--- src/rtl/cm151_demux_capture.sv ---
// Serial-bit demultiplexer: routes din_pad into one of eight bit registers and
// captures the full byte once every index has been written since the last word.
module cm151_demux_capture #(
  parameter logic DATA_INV = 1'b0
) (
  input  logic       clk_pad,
  input  logic       rstn_pad,
  input  logic       strobe_n_pad,
  input  logic       din_pad,
  input  logic [2:0] sel_pad,
  input  logic       auto_pad,
  input  logic       clr_pad,
  input  logic       ready_pad,
  output logic [7:0] bits_pad,
  output logic [7:0] word_pad,
  output logic       word_valid_pad,
  output logic [7:0] mask_pad,
  output logic [2:0] cnt_pad,
  output logic       ovf_pad
);

  // Handshake: word_pad/word_valid_pad form a valid/ready source. A word moves
  // on any edge where valid and ready are both 1; while valid is 1 and ready is
  // 0 word_pad holds still, and a newer completed word is dropped (ovf_pad set).

  logic [7:0] bits_q, word_q, mask_q;
  logic [2:0] cnt_q;
  logic       valid_q, ovf_q;

  logic       d;
  logic [2:0] idx;
  logic       wr;
  logic [7:0] bits_nxt;
  logic [7:0] mask_wr;
  logic       complete;
  logic       xfer;

  always_comb begin
    d        = din_pad ^ DATA_INV;
    idx      = auto_pad ? cnt_q : sel_pad;
    wr       = !strobe_n_pad && !clr_pad;
    bits_nxt = bits_q;
    bits_nxt[idx] = d;
    mask_wr  = mask_q | (8'b1 << idx);
    // A rewrite of an already-marked index leaves mask_wr short of all ones.
    complete = wr && (mask_wr == 8'hFF);
    xfer     = valid_q && ready_pad;
  end

  always_ff @(posedge clk_pad or negedge rstn_pad) begin
    if (!rstn_pad) begin
      bits_q  <= 8'h00;
      word_q  <= 8'h00;
      mask_q  <= 8'h00;
      cnt_q   <= 3'd0;
      valid_q <= 1'b0;
      ovf_q   <= 1'b0;
    end else if (clr_pad) begin
      // Clear restarts the word but keeps the data registers for inspection.
      mask_q  <= 8'h00;
      cnt_q   <= 3'd0;
      valid_q <= 1'b0;
      ovf_q   <= 1'b0;
    end else begin
      if (wr) begin
        bits_q <= bits_nxt;
        mask_q <= complete ? 8'h00 : mask_wr;
        if (auto_pad) cnt_q <= cnt_q + 3'd1;
      end
      if (complete && (!valid_q || ready_pad)) begin
        word_q  <= bits_nxt;
        valid_q <= 1'b1;
      end else if (complete) begin
        ovf_q <= 1'b1;
      end else if (xfer) begin
        valid_q <= 1'b0;
      end
    end
  end

  assign bits_pad       = bits_q;
  assign word_pad       = word_q;
  assign word_valid_pad = valid_q;
  assign mask_pad       = mask_q;
  assign cnt_pad        = cnt_q;
  assign ovf_pad        = ovf_q;

endmodule

--- config.mk ---
export PLATFORM = sky130hd
export DESIGN_NAME = cm151_demux_capture
export DESIGN_NICKNAME = d
export VERILOG_FILES = /design/src/rtl/cm151_demux_capture.sv
export SDC_FILE = /design/constraint.sdc
export NUM_CORES = 1
export LEC_CHECK = 0
export BUFFER_PORTS_ARGS = -buffer_cell sky130_fd_sc_hd__buf_2
export CAP_MARGIN = 10
export CORE_UTILIZATION = 45
export CTS_BUF_LIST = sky130_fd_sc_hd__clkbuf_8
export CTS_CLUSTER_DIAMETER = 100
export CTS_CLUSTER_SIZE = 20
export DETAILED_ROUTE_END_ITERATION = 10
export PLACE_DENSITY = 0.77
export SETUP_SLACK_MARGIN = 0.3
export SYNTH_ARGS = -nofsm -noshare
export SYNTH_HDL_FRONTEND = slang
export SYNTH_SLANG_ARGS = --single-unit
--- constraint.sdc ---
create_clock -name clk_pad -period 3.46 [get_ports clk_pad]
set_clock_uncertainty 0.1 [all_clocks]
set_input_delay 0.173 -clock clk_pad [delete_from_list [all_inputs] [get_ports clk_pad]]
set_output_delay 0.173 -clock clk_pad [all_outputs]
set_load 0.01 [all_outputs]
* Word level (Yosys, flattened, before mapping)
Index checks and enable logic that the tools add are counted.
** Operators by class
- Add/sub/neg operators :: 1
- $lt $le $gt $ge :: 2
- Equal/unequal tests :: 3
- Shifts and indexed selects :: 1
- Muxes and demuxes :: 17
- Bitwise logic cells :: 2
- Reduce and logical (&&, ||, !) cells :: 18
** Operators with widths (number)
- 8-bit two-way mux :: 3
- 3-bit two-way mux :: 4
- 2-bit AND reduction :: 5
- 8-bit bitwise mux :: 1
- 8-bit equality test, second input constant :: 1
- 1-bit two-way mux :: 8
- 8-bit bitwise OR :: 1
- 1-bit by 3-bit << shifter with 8-bit output, first input constant :: 1
- 2-bit nonzero test :: 3
- 1-bit logical AND :: 5
- 3-bit by 4-bit < comparator with 1-bit output, second input constant :: 1
- 3-bit by 1-bit adder with 3-bit output, second input constant :: 1
- 1-bit demux with 3-bit select :: 1
- 3-bit by 1-bit greater-or-equal comparator with 1-bit output, second input constant :: 1
- 1-bit zero test :: 3
- 3-bit by 2-bit != test with 1-bit output, second input constant :: 1
- 3-bit nonzero test :: 1
- 2-bit != test, second input constant :: 1
- 1-bit logical OR :: 1
- 1-bit inverter :: 1
** Word-level totals
- Register bits after elaboration :: 29
- Input port bits :: 10
- Output and inout port bits :: 29
- Word-level logic and storage cells :: 50

* Depth between registers and ports, before layout
- Depth after elaboration :: 8
- Depth in mapped cells :: 8
- Gate-level depth less buffers :: 5

* Least setup slack after synthesis
Ideal clock, no wire load.
- Path type :: register -> register
- Start point :: register cnt_q[0] (netlist: cnt_pad[0])
- End point :: register word_q[0] (netlist: word_pad[0])
- Library setup time :: 0.125 ns
- Arrival time :: 2.190 ns
- Data required time :: 3.235 ns
- Path slack :: 1.045 ns
- Stages on the path, launching flop included :: 8
- Cell sequence :: dfrtp_1 buf_6 nor4b_1 o211a_1 o32ai_2 or4b_1 buf_6 mux2_4
** Between the ends
- Cells in the longest elaborated chain, start to end :: 7
- Elaborated cells on any way between the ends :: 13
- Those cells by class :: order compare: 2; eq/ne: 1; shift: 1; mux: 4; bitwise: 1; reduce/logical: 4
** Ends and longest elaborated chain
- start: declaration :: line 27 : logic [2:0] cnt_q;
- start signal: assignment :: line 68 : if (auto_pad) cnt_q <= cnt_q + 3'd1;
- 3-bit two-way mux * :: line 40 : idx = auto_pad ? cnt_q : sel_pad;
- branches (longest 6 deep; another with 3-bit by 4-bit < comparator with 1-bit output)
- end signal: assignment :: line 71 : word_q <= bits_nxt;
- end: declaration :: line 26 : logic [7:0] bits_q, word_q, mask_q;
Mark *: on every way between the ends.
A chain may end at the register's enable or synchronous reset.

* Final worst setup path
- Start point :: register cnt_q[0] (netlist: cnt_pad[0])
- End point :: register word_q[5] (netlist: word_pad[5])
The elaborated chain is that of the path after synthesis.

==> reports/results.ini <==
[outcome]
outcome=finished, final reports clean

[grt]
antenna_found_initial=0
met2_usage=0.288
use_met1=0.295
grt_start_max_net_pins=30
grt_first_pass_wirelength_mm=6.24
globalRouteMet3Util=0.0435
busiest_layer=met1
grt_usage=0.202
grt_pass1_vias=1272
gr-total-overflow=0

[floorplan]
die_x_um=63.1
floorplan.initialDensity=0.485
io_pins=39
die_y_um=63.1
die_area_um2=3990
rows=21
core_area_um2=3470

[cts]
cts_setup_buffers=0
ctsHoldBuffers=1
clkSinkCount=29
cts_made_buffers=5
clk_pin_slew_worst_paths_ps=60
clk_latency_ps=270
clockBufferDepth=2
cts_tree=done
cts-root-buf=clkbuf_8
h-tree-depth=2
ctsResizeCount=0

[critical_path]
critical_path_class=reg2reg
path_cells=nor4bb_1 -> o21a_1 -> o32ai_2 -> or4b_1 -> mux2_4
critPathLaunchType=flop
critPathSlowestCell=or4b_1
cp-end-kind=flop
crit_arrival_ps=2760
critPathMaxStageDelay_ps=780
critPathRequiredTime_ps=3520
critPathMaxFanout=12

[sta]
finalCriticalPeriod_ps=2700
worst_pin_slew_ps=826
tns_ps=0
fin_crit_sh=0.780
hold_viol_final=0
rsz0062_at_grt=no
max_slew_margin=0.445
drv_slew=0
clock.fmax_ghz=0.370
setup_ws_ps=761
hold_ws_ps=121
setup_viol=0

[synthesis]
netlist_area_um2=1680
synth.net_count=174
yosys_warnings=0
syn_avg_cell_area_um2=10.3
ys_seq_area_frac=0.432
synthCells=163
ys_seq_elements=29
synth-edff-count=0
synth_async_sr_flop_share=1.00
synth_ff_type=dfrtp_1
synth.distinct_cells=43

[layout]
postLayoutCoreUtil=0.569
final_common_cell=buf_2
layout-drive-gt1-share=0.327
layout_common_cells=buf_2 (38), dfrtp_1 (29), nand2_1 (16), nor2_1 (16), mux2_2 (13)
nFillCells=322
multi_input_area_um2=852
diodes=0
seq_area_um2=726
areaGrowthSynthToFinish_pct=17.4
nNetsFinal=209

[power_and_ir_drop]
clkPwrFrac=0.398
combPwrFrac=0.165
seq_power_share=0.436
p_int_uw=668
p_leak_nw=1.00
power_density_nw_per_um2=454
p_sw_frac=0.255
ir_worst_vdd_mv=0.230
power_switching_uw=228

[detailed_routing]
wl_per_cell_um=15.0
vias_per_cell=5.52
drc=0
drt.antenna.violating_nets=0
first_pass_iters=4
drtIter0Drc=99
vias=1352
wl_mm=3.68

[placed_design]
pre_cts_slack_ps=802
gp_congestion=0.858
post-dp-hpwl_mm=2.65
io_buffers=38

[worst_hold_path]
hold_class=in2reg

[flow_run]
cap_violations=0

-- worst paths after layout --
check                           slack [ps]             end  cells after the start        from
worst max-delay path                   760     word_pad[5]                      5  cnt_pad[0]
worst max register to register         760     word_pad[5]                      5  cnt_pad[0]
worst min register to register         400         ovf_pad                      2     ovf_pad
max in group asynchronous             2490      cnt_pad[1]                      2    rstn_pad
min in group asynchronous              360     bits_pad[0]                      2    rstn_pad
worst min-delay path                   120  word_valid_pad                      3   ready_pad
-- worst max-delay path, delay by kind of cell, from the launching register on --
| kind | cells | cell delay (ps) |
|---|---|---|
| and+or+nand+nor | 2 | 1220 |
| DFF | 1 | 550 |
| muxes | 1 | 390 |
| AOI/OAI and AO/OA | 2 | 330 |
-- cell type report --
cell class,count,share of cell area
Multi-Input combinational cell,117,0.432
Sequential cell,29,0.368
Timing Repair Buffer,39,0.101
Clock buffer,6,0.0418
Tap cell,46,0.0292
Clock inverter,2,0.0171
Inverter,6,0.0114
-- power by group through the flow --
stage          logic, mW  registers, mW  clock network, mW
2_1_floorplan     0.0854          0.405                  0
3_3_place_gp       0.145          0.398                  0
3_5_place_dp       0.147          0.397                  0
4_1_cts            0.149          0.391              0.364
5_1_grt            0.162          0.396              0.382
6_report           0.148          0.391              0.357
-- through the flow --
step	area, µm²	std cells	power, mW
after global placement	1850	236	0.543
final	1970	245	0.897
after detailed placement	1850	236	0.545
after CTS	1970	245	0.904
after global routing	1970	245	0.939
after floorplan	1680	163	0.490
-- registers in the layout, summed over array words and instances, names as in the netlist --
| signal | flops |
|---|---|
| word_valid_pad | 1 |
| bits_pad | 8 |
| ovf_pad | 1 |
| mask_pad | 8 |
| cnt_pad | 3 |
| word_pad | 8 |
-- cells in the mapped netlist (3+ instances only) --
cell / instances / area share
inv_1: 6 / 0.013
nand2b_1: 3 / 0.011
nor3_1: 10 / 0.030
mux2_4: 4 / 0.036
dfrtp_1: 29 / 0.43
buf_6: 5 / 0.033
nor2b_1: 5 / 0.019
clkbuf_1: 4 / 0.0089
a21oi_1: 8 / 0.024
nand2_1: 16 / 0.036
nor2_1: 16 / 0.036
mux2_2: 13 / 0.087
mux2i_1: 9 / 0.054
-- per-layer routing --
| layer | share of wire | vias to the layer above |
|---|---|---|
| li1 | - | 650 |
| met1 | 0.46 | 645 |
| met2 | 0.45 | 48 |
| met3 | 0.067 | 9 |
| met4 | 0.023 | 0 |
| met5 | 0 | - |
-- kinds of logic after synthesis --
logic type / after synthesis / share of synthesized area
adder cells (fa/ha/maj): 1 / 0.00744
AO/OA/AOI/OAI: 24 / 0.103
multiplexers: 26 / 0.176
XOR/XNOR: 2 / 0.0104
flip-flops: 29 / 0.432
buffers and inverters: 17 / 0.0617
AND/OR/NAND/NOR: 64 / 0.210
Power figures use the tool's default switching activity.
